`config.mk`:
```
export PLATFORM = sky130hd
export DESIGN_NAME = dut_txn_master_flat
export DESIGN_NICKNAME = d
export VERILOG_FILES = /design/src/rtl/dut_txn_master_if.sv /design/src/rtl/dut_txn_master.sv /design/src/flat_wrapper.sv
export SDC_FILE = /design/constraint.sdc
export NUM_CORES = 1
export LEC_CHECK = 0
export CAP_MARGIN = 10
export CORE_MARGIN = 2
export CORE_UTILIZATION = 42
export CTS_BUF_LIST = sky130_fd_sc_hd__clkbuf_8 sky130_fd_sc_hd__clkbuf_16
export DETAILED_ROUTE_END_ITERATION = 6
export PLACE_DENSITY = 0.78
export RECOVER_POWER = 100
export SETUP_SLACK_MARGIN = 0.5
export SLEW_MARGIN = 20
export SYNTH_ARGS = -nofsm -noshare
export SYNTH_HDL_FRONTEND = slang
export SYNTH_SLANG_ARGS = --single-unit
```
`constraint.sdc`:
```
create_clock -name CLK -period 2.5 [get_ports CLK]
set_input_delay 0.375 -clock CLK [delete_from_list [all_inputs] [get_ports CLK]]
set_output_delay 0.375 -clock CLK [all_outputs]
set_load 0.01 [all_outputs]
```
`src/rtl/dut_txn_master_if.sv`:
```
// Bus bundle for dut_txn_master: operand/result streams plus the DUT write/read port.
// The master modport is the transaction master's view; slave is the environment's view.
interface dut_txn_master_if #(
  parameter int DW = 8,
  parameter int AW = 3
);
  logic          in_valid;
  logic          in_ready;
  logic [DW-1:0] in_a;
  logic [DW-1:0] in_b;
  logic          out_valid;
  logic          out_ready;
  logic [DW-1:0] out_y;
  logic          out_timeout;
  logic [AW-1:0] write_address;
  logic [DW-1:0] write_data;
  logic          write_en;
  logic          write_rdy;
  logic [AW-1:0] read_address;
  logic          read_en;
  logic [DW-1:0] read_data;
  logic          read_rdy;
  logic          busy;
  logic [15:0]   txn_count;
  logic [15:0]   timeout_count;

  modport master (
    input  in_valid, in_a, in_b, out_ready, write_rdy, read_data, read_rdy,
    output in_ready, out_valid, out_y, out_timeout, write_address, write_data,
           write_en, read_address, read_en, busy, txn_count, timeout_count
  );

  modport slave (
    output in_valid, in_a, in_b, out_ready, write_rdy, read_data, read_rdy,
    input  in_ready, out_valid, out_y, out_timeout, write_address, write_data,
           write_en, read_address, read_en, busy, txn_count, timeout_count
  );
endinterface

```
`src/rtl/dut_txn_master.sv`:
```
// Bus master for the A|B merge DUT: write A, write B, poll status, pop Y, present result.
// Optional handshake/timeout statistics counters enabled by DUT_TXN_MASTER_STATS_EN.
module dut_txn_master #(
  parameter int DW         = 8,
  parameter int AW         = 3,
  parameter int ADDR_A     = 0,
  parameter int ADDR_B     = 5,
  parameter int ADDR_STAT  = 2,
  parameter int ADDR_Y     = 3,
  parameter int POLL_LIMIT = 300
) (
  input logic              CLK,
  input logic              RST,
  dut_txn_master_if.master bus
);
  localparam int PCW = $clog2(POLL_LIMIT + 1);
  localparam logic [PCW-1:0] PLIM = PCW'(POLL_LIMIT);

  typedef enum logic [2:0] {S_IDLE, S_WR_A, S_WR_B, S_POLL, S_RD_Y, S_OUT} state_t;

  state_t         state_q, state_d;
  logic [DW-1:0]  a_q, a_d, b_q, b_d, y_q, y_d;
  logic           to_q, to_d;
  logic [PCW-1:0] poll_cnt_q, poll_cnt_d;

  always_ff @(posedge CLK or posedge RST) begin
    if (RST) begin
      state_q    <= S_IDLE;
      a_q        <= '0;
      b_q        <= '0;
      y_q        <= '0;
      to_q       <= 1'b0;
      poll_cnt_q <= '0;
    end else begin
      state_q    <= state_d;
      a_q        <= a_d;
      b_q        <= b_d;
      y_q        <= y_d;
      to_q       <= to_d;
      poll_cnt_q <= poll_cnt_d;
    end
  end

  always_comb begin
    state_d           = state_q;
    a_d               = a_q;
    b_d               = b_q;
    y_d               = y_q;
    to_d              = to_q;
    poll_cnt_d        = poll_cnt_q;
    bus.in_ready      = 1'b0;
    bus.out_valid     = 1'b0;
    bus.write_en      = 1'b0;
    bus.write_address = '0;
    bus.write_data    = '0;
    bus.read_en       = 1'b0;
    bus.read_address  = '0;
    unique case (state_q)
      S_IDLE: begin
        bus.in_ready = !RST;
        if (bus.in_valid && !RST) begin
          a_d        = bus.in_a;
          b_d        = bus.in_b;
          y_d        = '0;
          to_d       = 1'b0;
          poll_cnt_d = '0;
          state_d    = S_WR_A;
        end
      end
      S_WR_A: begin
        bus.write_en      = 1'b1;
        bus.write_address = AW'(ADDR_A);
        bus.write_data    = a_q;
        if (bus.write_rdy) state_d = S_WR_B;
      end
      S_WR_B: begin
        bus.write_en      = 1'b1;
        bus.write_address = AW'(ADDR_B);
        bus.write_data    = b_q;
        if (bus.write_rdy) state_d = S_POLL;
      end
      S_POLL: begin
        bus.read_address = AW'(ADDR_STAT);
        // Only cycles where the DUT actually answers count toward the limit.
        if (bus.read_rdy) begin
          if (bus.read_data[0]) begin
            state_d = S_RD_Y;
          end else begin
            if (poll_cnt_q < PLIM) poll_cnt_d = poll_cnt_q + 1'b1;
            if (poll_cnt_q >= PLIM - 1'b1) begin
              y_d     = '0;
              to_d    = 1'b1;
              state_d = S_OUT;
            end
          end
        end
      end
      S_RD_Y: begin
        bus.read_address = AW'(ADDR_Y);
        // Strobe only on the completing cycle so the DUT pops exactly once.
        bus.read_en      = bus.read_rdy;
        if (bus.read_rdy) begin
          y_d     = bus.read_data;
          state_d = S_OUT;
        end
      end
      S_OUT: begin
        bus.out_valid = 1'b1;
        if (bus.out_ready) state_d = S_IDLE;
      end
      default: state_d = S_IDLE;
    endcase
  end

  assign bus.out_y       = y_q;
  assign bus.out_timeout = to_q;
  assign bus.busy        = (state_q != S_IDLE);

`ifdef DUT_TXN_MASTER_STATS_EN
  logic [15:0] txn_cnt_q, to_cnt_q;

  always_ff @(posedge CLK or posedge RST) begin
    if (RST) begin
      txn_cnt_q <= '0;
      to_cnt_q  <= '0;
    end else if (bus.out_valid && bus.out_ready) begin
      txn_cnt_q <= txn_cnt_q + 16'd1;
      if (to_q) to_cnt_q <= to_cnt_q + 16'd1;
    end
  end

  assign bus.txn_count     = txn_cnt_q;
  assign bus.timeout_count = to_cnt_q;
`else
  assign bus.txn_count     = '0;
  assign bus.timeout_count = '0;
`endif
endmodule

```
`src/flat_wrapper.sv`:
```
// flat-port wrapper written by rule: the top's interface ports become plain ports
module dut_txn_master_flat 
#(
  parameter int DW         = 8,
  parameter int AW         = 3,
  parameter int ADDR_A     = 0,
  parameter int ADDR_B     = 5,
  parameter int ADDR_STAT  = 2,
  parameter int ADDR_Y     = 3,
  parameter int POLL_LIMIT = 300
)
  (CLK, RST, bus_in_valid, bus_in_a, bus_in_b, bus_out_ready, bus_write_rdy, bus_read_data, bus_read_rdy, bus_in_ready, bus_out_valid, bus_out_y, bus_out_timeout, bus_write_address, bus_write_data, bus_write_en, bus_read_address, bus_read_en, bus_busy, bus_txn_count, bus_timeout_count);
  dut_txn_master_if #(.DW(DW), .AW(AW)) bus_i ();
  input logic CLK;
  input logic RST;
  input wire logic [$bits(bus_i.in_valid)-1:0] bus_in_valid;
  input wire logic [$bits(bus_i.in_a)-1:0] bus_in_a;
  input wire logic [$bits(bus_i.in_b)-1:0] bus_in_b;
  input wire logic [$bits(bus_i.out_ready)-1:0] bus_out_ready;
  input wire logic [$bits(bus_i.write_rdy)-1:0] bus_write_rdy;
  input wire logic [$bits(bus_i.read_data)-1:0] bus_read_data;
  input wire logic [$bits(bus_i.read_rdy)-1:0] bus_read_rdy;
  output wire logic [$bits(bus_i.in_ready)-1:0] bus_in_ready;
  output wire logic [$bits(bus_i.out_valid)-1:0] bus_out_valid;
  output wire logic [$bits(bus_i.out_y)-1:0] bus_out_y;
  output wire logic [$bits(bus_i.out_timeout)-1:0] bus_out_timeout;
  output wire logic [$bits(bus_i.write_address)-1:0] bus_write_address;
  output wire logic [$bits(bus_i.write_data)-1:0] bus_write_data;
  output wire logic [$bits(bus_i.write_en)-1:0] bus_write_en;
  output wire logic [$bits(bus_i.read_address)-1:0] bus_read_address;
  output wire logic [$bits(bus_i.read_en)-1:0] bus_read_en;
  output wire logic [$bits(bus_i.busy)-1:0] bus_busy;
  output wire logic [$bits(bus_i.txn_count)-1:0] bus_txn_count;
  output wire logic [$bits(bus_i.timeout_count)-1:0] bus_timeout_count;
  assign bus_i.in_valid = bus_in_valid;
  assign bus_i.in_a = bus_in_a;
  assign bus_i.in_b = bus_in_b;
  assign bus_i.out_ready = bus_out_ready;
  assign bus_i.write_rdy = bus_write_rdy;
  assign bus_i.read_data = bus_read_data;
  assign bus_i.read_rdy = bus_read_rdy;
  assign bus_in_ready = bus_i.in_ready;
  assign bus_out_valid = bus_i.out_valid;
  assign bus_out_y = bus_i.out_y;
  assign bus_out_timeout = bus_i.out_timeout;
  assign bus_write_address = bus_i.write_address;
  assign bus_write_data = bus_i.write_data;
  assign bus_write_en = bus_i.write_en;
  assign bus_read_address = bus_i.read_address;
  assign bus_read_en = bus_i.read_en;
  assign bus_busy = bus_i.busy;
  assign bus_txn_count = bus_i.txn_count;
  assign bus_timeout_count = bus_i.timeout_count;
  dut_txn_master #(.DW(DW), .AW(AW), .ADDR_A(ADDR_A), .ADDR_B(ADDR_B), .ADDR_STAT(ADDR_STAT), .ADDR_Y(ADDR_Y), .POLL_LIMIT(POLL_LIMIT)) u_core (.CLK(CLK), .RST(RST), .bus(bus_i));
endmodule
```
==> results of run 1 <==
-- area by class of cell --
type | instances | area, µm²
Timing Repair Buffer | 73 | 659.4
Inverter | 6 | 22.52
Sequential cell | 37 | 927.1
Clock inverter | 3 | 46.29
Multi-Input combinational cell | 204 | 1129
Clock buffer | 5 | 68.82
Tap cell | 70 | 87.58
Fill cell | 487 | 2232
-- layout by cell type, fill, tap and decap left out, types with 2 or more instances in the layout --
cell | synthesis | final
a22oi_1 | 8 | 5
clkbuf_2 | 0 | 3
clkdlybuf4s25_1 | 0 | 3
nand3_1 | 5 | 5
or4_1 | 2 | 2
and3_1 | 11 | 11
a31o_2 | 2 | 2
o31ai_1 | 2 | 2
a22oi_2 | 0 | 3
or3_1 | 5 | 5
dlygate4sd3_1 | 0 | 10
a41oi_1 | 2 | 2
clkbuf_1 | 9 | 4
conb_1 | 1 | 34
mux2_1 | 0 | 6
clkbuf_8 | 0 | 5
buf_4 | 35 | 12
mux2i_1 | 2 | 2
nand2b_1 | 2 | 2
o211ai_1 | 2 | 3
a31oi_1 | 4 | 4
inv_1 | 6 | 6
nor2_1 | 16 | 15
clkdlybuf4s50_1 | 0 | 28
a21oi_1 | 8 | 8
dfrtp_1 | 37 | 36
o21ai_0 | 7 | 7
nor2b_1 | 5 | 4
dlygate4sd2_1 | 0 | 10
nand2_1 | 61 | 61
and2_1 | 2 | 2
-- cells by family (layout without fill, tap and decap cells) --
kind of cell	count (synthesis)	count (layout)	synth area share
other	1	34	0.001642
AND/OR/NAND/NOR	119	119	0.2460
multiplexers	9	9	0.05479
flip-flops	37	37	0.4055
AO/OA/AOI/OAI	41	41	0.1359
adder cells (fa/ha/maj)	1	1	0.005479
buffers and inverters	55	87	0.1507
-- Yosys cell counts (2+ instances only) --
library cell  count  share of area
nand2_1          61           0.10
dfrtp_1          37           0.41
buf_4            35           0.12
nor2_1           16          0.026
and3_1           11          0.030
clkbuf_1          9          0.015
a21oi_1           8          0.018
a22oi_1           8          0.026
mux2_4            7          0.046
o21ai_0           7          0.015
inv_1             6         0.0099
buf_2             5          0.011
nand3_1           5          0.011
nor2b_1           5          0.014
or3_1             5          0.014
a31oi_1           4          0.011
a31o_2            2         0.0077
a41oi_1           2         0.0077
and2_1            2         0.0055
mux2i_1           2         0.0088
nand2b_1          2         0.0055
o211ai_1          2         0.0066
o31ai_1           2         0.0066
or4_1             2         0.0066
-- stage by stage --
step	instance area, µm²	hold WS (ns)	utilization	instances
floorplan	2407	0.4461	-	296
global placement	2769	0.4599	0.5353	378
detailed placement	2769	0.4611	0.5353	378
CTS	2960	0.4886	0.5723	396
global route	2940	0.5128	0.5685	398
finish	2940	0.4814	0.5685	398
-- where the power goes --
group	leakage (nW)	switching [W]	internal, W	total, W
combinational	0.926	0.000642	0.000570	0.00121
sequential	0.486	0.000155	0.000789	0.000944
clock	0.0543	0.000227	0.000298	0.000526
total	1.47	0.00102	0.00166	0.00268
-- registers in the layout, summed over array words and instances (netlist names) --
name	count
u_core.a_q	8
u_core.bus.out_timeout	1
u_core.bus.out_y	8
u_core.b_q	8
u_core.state_q	3
u_core.poll_cnt_q	9
-- tightest hold or removal path, delay by kind of cell (launching register included) --
kind,cells,cell delay (ns)
AND/OR/NAND/NOR,2,0.10
flip-flops,1,0.35
-- worst paths after layout --
| path | startpoint | endpoint | slack, ns |
|---|---|---|---|
| max in group asynchronous | RST | u_core.state_q[2]$_DFFE_PP0P_ | 0.98 |
| hold / removal | u_core.bus.out_timeout$_DFFE_PP0P_ | u_core.bus.out_timeout$_DFFE_PP0P_ | 0.48 |
| hold reg to reg | u_core.bus.out_timeout$_DFFE_PP0P_ | u_core.bus.out_timeout$_DFFE_PP0P_ | 0.48 |
| setup / recovery | u_core.state_q[1]$_DFFE_PP0P_ | u_core.poll_cnt_q[5]$_DFFE_PP0P_ | 0.42 |
| setup reg to reg | u_core.state_q[1]$_DFFE_PP0P_ | u_core.poll_cnt_q[5]$_DFFE_PP0P_ | 0.42 |
| min in group asynchronous | RST | u_core.state_q[1]$_DFFE_PP0P_ | 0.89 |
-- metal layers --
layer | share of wire | routed length, µm | up-vias | track usage
met3 | 0.059 | 313 | 8 | 0.04535
met5 | 0 | 0 | - | 0
met1 | 0.42 | 2235 | 913 | 0.2231
met2 | 0.50 | 2676 | 70 | 0.2966
met4 | 0.017 | 93 | 0 | 0.07679
li1 | - | - | 950 | -
-- what timing repair did --
action,4_1_cts,5_1_grt
buffers inserted,10,2
pin swaps,1,2
gates resized for setup,25,19
endpoints found under the hold margin,0,0
setup endpoints to repair,29,18
==> key figures, run 1 <==
Detailed routing
  • Final WL: 5318 µm
  • DR pass1 iterations: 4
  • DR WL/cell: 13.36 µm
  • Initial DRC Count: 98
  • DR vias: 1941
  • Residual DRC: 0
  • Vias per cell: 4.877
  • Antenna-violating nets left: 0

Worst setup path
  • Critical path capture point type: register
  • Data arrival, critical path: 2.30 ns
  • Critical Path RT: 2.72 ns
  • Max incr delay on CP: 0.51 ns
  • CP Launch Type: register
  • Reg2Reg Depth: 5
  • CP top delay family: simple AND/OR/NAND/NOR gates
  • Critical-path cell list: buf_4 > and3b_1 > o2111ai_1 > or4_1 > a21oi_1
  • Crit Path Max Fanout: 12
  • Worst path slowest cell: or4_1
  • Worst Path Buf+Inv: 1
  • CP Class: reg2reg
  • Critical Path Stages: 5

Min path
  • Hold path cells: 2
  • Hold crit path type: reg2reg

Global routing
  • All-Layer GR Usage: 0.1799
  • Vias in the first global route: 1873
  • Global route overflow: 0
  • Largest net degree at the start of global routing: 38
  • Initial antenna violation count: 0
  • First-pass GRT wire length: between 8000 and 9000 µm

Clocking
  • Clock Tree Root: clkbuf_8
  • CTS sink count: 37
  • Clock transition at path regs: 0.08 ns
  • H-Tree Depth: 2
  • Clock latency on the worst-skew pair: 0.29 ns
  • Hold_buf cts: 0
  • TritonCTS clock tree: yes
  • Clock buffer count from CTS: 5
  • Clock Tree Buf Depth: 2

STA
  • RSZ-0062 raised after global routing: true
  • Part of the cycle the worst path needs: 0.8307
  • Worst Skew: about 0.0057 ns
  • Setup Viol. Count Final: 0
  • Final min period: between 2 and 2.5 ns
  • Fmax: 481.5 MHz
  • Worst rel slew slack: 0.3724
  • Final hold vios: 0
  • Sum Neg Setup Slack: 0 ns
  • Setup WS post-layout: 0.4234 ns
  • Max Slew Vio Count: 0
  • Worst-Margin Slew: 0.9414 ns

Pwr
  • P_leak: 1.466 nW
  • VDD IR max: 0.4060 mV
  • PwrDens: 912.2 nW/µm²
  • Power consumption: 0.002682 W

Synth
  • Sequential share of the synthesized area: 0.4055
  • Yosys reg bits: 37
  • Synth warnings: 0
  • Mapped Area: approximately 2300 µm²
  • Ys async rst share: 1.000
  • Post-Syn Instances: 263
  • Synth Flop Type: dfrtp_1
  • Post-Syn Area per Cell: 8.682 µm²
  • Number of synthesized flops with an enable pin: 0
  • Synth cell types: between 40 and 50

Placed design
  • Worst slack, placed: 0.1853 ns
  • Port Buf Inserts: 55
  • DP HPWL: 3679 µm
  • GP Congestion: 0.8584

Floorplan
  • Core footprint: 5172 µm²
  • Row Count: 26
  • Die W: 77.74 µm
  • Initial core utilization: 0.4415
  • Die height: between 70 and 80 µm
  • Die area: ~6000 µm²
  • I/O pin total: 90

Layout
  • Nets: 358
  • Share of cells above drive strength 1: 0.1189
  • N_diodes: 0
  • P&R area growth vs syn: 28.77%

Status
  • Outcome: complete, no violations

Run
  • MaxCap Viol Count: 0
Power figures use the tool's default switching activity.
==> run 2: changes to the inputs <==
--- a/config.mk
+++ b/config.mk
@@ -7,10 +7,10 @@
 export LEC_CHECK = 0
 export CAP_MARGIN = 10
 export CORE_MARGIN = 2
-export CORE_UTILIZATION = 42
+export CORE_UTILIZATION = 40
 export CTS_BUF_LIST = sky130_fd_sc_hd__clkbuf_8 sky130_fd_sc_hd__clkbuf_16
 export DETAILED_ROUTE_END_ITERATION = 6
-export PLACE_DENSITY = 0.78
+export PLACE_DENSITY = 0.77
 export RECOVER_POWER = 100
 export SETUP_SLACK_MARGIN = 0.5
 export SLEW_MARGIN = 20
==> constraint.sdc (replaced) <==
create_clock -name CLK -period 1.75 [get_ports CLK]
set_input_delay 0.2625 -clock CLK [delete_from_list [all_inputs] [get_ports CLK]]
set_output_delay 0.2625 -clock CLK [all_outputs]
set_load 0.01 [all_outputs]
==> key figures, run 2 (same netlist as run 1, synthesis figures left out) <==
Pwr
  • P_leak: roughly 1.9 nW
  • Power consumption: 0.004771 W
  • VDD IR max: approximately 0.76 mV
  • PwrDens: 1265 nW/µm²

STA
  • Setup Viol. Count Final: 36
  • Worst-Margin Slew: between 0.9 and 1 ns
  • Fmax: 536.0 MHz
  • Part of the cycle the worst path needs: 1.066
  • Final hold vios: 0
  • Worst Skew: 0.01441 ns
  • Setup WS post-layout: -0.1158 ns
  • Max Slew Vio Count: 0
  • Final hold slack: 0.4735 ns
  • RSZ-0062 raised after global routing: true
  • Worst rel slew slack: 0.3762
  • Sum Neg Setup Slack: -2.549 ns
  • Final min period: 1.866 ns

Detailed routing
  • DR vias: about 2300
  • DR pass1 iterations: 4
  • Residual DRC: 0
  • Final WL: between 7000 and 8000 µm
  • Antenna-violating nets left: 0
  • DR WL/cell: ~16 µm
  • Vias per cell: between 5 and 6
  • Initial DRC Count: 147

Floorplan
  • I/O pin total: 90
  • Die area: 6329 µm²
  • Core footprint: 5507 µm²
  • Die W: 79.56 µm
  • Row Count: 27
  • Initial core utilization: 0.4147
  • Die height: between 70 and 80 µm

Placed design
  • Inst Count DP: 409
  • DP HPWL: ~4200 µm
  • Port Buf Inserts: 55
  • GP Congestion: just under 0.9

Clocking
  • Clock latency on the worst-skew pair: 0.30 ns
  • Clock Tree Buf Depth: 2
  • TritonCTS clock tree: yes
  • CTS sink count: 37
  • H-Tree Depth: 2
  • Clock Tree Root: clkbuf_8
  • Hold_buf cts: 0
  • Clock buffer count from CTS: 5
  • Clock transition at path regs: 0.08 ns

Min path
  • Hold crit path type: reg2reg

Global routing
  • Global route overflow: 0
  • Grt met3 use: 0.04525
  • Vias in the first global route: 2147
  • M2 GR Usage: 0.4160
  • First-pass GRT wire length: about 11000 µm
  • GRT Max-Usage Layer: met2
  • All-Layer GR Usage: 0.2191
  • Largest net degree at the start of global routing: 38
  • Met1 Use GR: 0.2455
  • Initial antenna violation count: 0

Worst setup path
  • Critical path capture point: bus_write_data[0]
  • Critical path capture point type: output pin
  • Crit. Startpoint: u_core.state_q[0]$_DFFE_PP0P_
  • Critical-path cell list: buf_6 > nor2b_4 > buf_6 > a22oi_1 > nor2_1 > buf_2
  • Data arrival, critical path: 1.60 ns
  • CP Class: reg2out
  • Max incr delay on CP: approximately 0.45 ns
  • Critical Path RT: about 1.5 ns
  • Cell mode on critical path: buf_6
  • RR Endpoint: u_core.bus.out_y[5]$_DFFE_PP0P_
  • Reg2reg start: u_core.state_q[0]$_DFFE_PP0P_
  • Reg2reg setup slack: -0.11 ns
  • Worst path slowest cell: dfrtp_2
  • CP Launch Type: register
  • Reg2Reg Depth: 6
  • Crit Path Max Fanout: 8

Status
  • Failing checks: setup timing
  • Outcome: finished with violations

Layout
  • Share of cells above drive strength 1: 0.4459
  • Largest register by flop count: u_core.poll_cnt_q
  • Most frequent cells in the layout: nand2_1, buf_4, conb_1, dfrtp_1, clkdlybuf4s50_1
  • Layout Cells excl Fill: 451
  • Utilization after layout: 0.6851
  • Nets: 409
  • P&R area growth vs syn: 65.21%
  • N_diodes: 0
  • Largest register FFs: 9
  • Fill cells: 416

Run
  • MaxCap Viol Count: 0
## run 2: layer usage
layer	vias to the layer above	wire length, µm
li1	1057	-
met1	1135	2837
met2	102	3996
met3	9	442
met4	0	67
met5	-	0
## run 2: worst max-delay path, delay by kind of cell, from the launching register on
family	cells	cell delay, ns
buffers and inverters	3	0.42
flip-flops	1	0.45
AO/OA/AOI/OAI	1	0.24
AND/OR/NAND/NOR	2	0.20
## run 2: worst min-delay path by stage
stage                                  startpoint                            endpoint  depth (start not counted)  slack, ns
2_1_floorplan                         bus_in_a[6]           u_core.a_q[6]$_DFFE_PP0P_                          2       0.37
3_3_place_gp            u_core.b_q[7]$_DFFE_PP0P_           u_core.b_q[7]$_DFFE_PP0P_                          2       0.46
3_5_place_dp            u_core.b_q[6]$_DFFE_PP0P_           u_core.b_q[6]$_DFFE_PP0P_                          2       0.46
4_1_cts                 u_core.b_q[1]$_DFFE_PP0P_           u_core.b_q[1]$_DFFE_PP0P_                          2       0.48
5_1_grt        u_core.bus.out_timeout$_DFFE_PP0P_  u_core.bus.out_timeout$_DFFE_PP0P_                          2       0.51
6_report                u_core.b_q[3]$_DFFE_PP0P_           u_core.b_q[3]$_DFFE_PP0P_                          2       0.47
## run 2: repair_timing
action                     CTS  global route
gates resized for setup    131            56
pin swaps                   12            30
cloned                       5             0
setup endpoints to repair   63            62
setup buffers               17            12
## run 2: cell type report
type | count | area [µm²] | share of cell area
Tap cell | 72 | 90.09 | 0.02388
Timing Repair Buffer | 124 | 1224 | 0.3244
Inverter | 6 | 22.52 | 0.005970
Multi-Input combinational cell | 204 | 1424 | 0.3774
Clock inverter | 3 | 13.76 | 0.003648
Clock buffer | 5 | 68.82 | 0.01824
Sequential cell | 37 | 929.6 | 0.2464
## run 2: metrics by stage
| step | setup slack (ns) | cell area, µm² |
|---|---|---|
| floorplan | 0.02435 | 2527 |
| global placement | -0.1826 | 3049 |
| detailed placement | -0.2345 | 3049 |
| CTS | -0.07052 | 3506 |
| global route | -0.1656 | 3772 |
| finish | -0.1158 | 3772 |
## run 2: power by group
part / leakage [nW] / total (W) / switching, W / internal, W
sequential: 0.484 / 0.00136 / 0.000230 / 0.00113
combinational: 1.34 / 0.00281 / 0.00133 / 0.00148
clock: 0.0491 / 0.000596 / 0.000325 / 0.000271
total: 1.87 / 0.00477 / 0.00189 / 0.00288
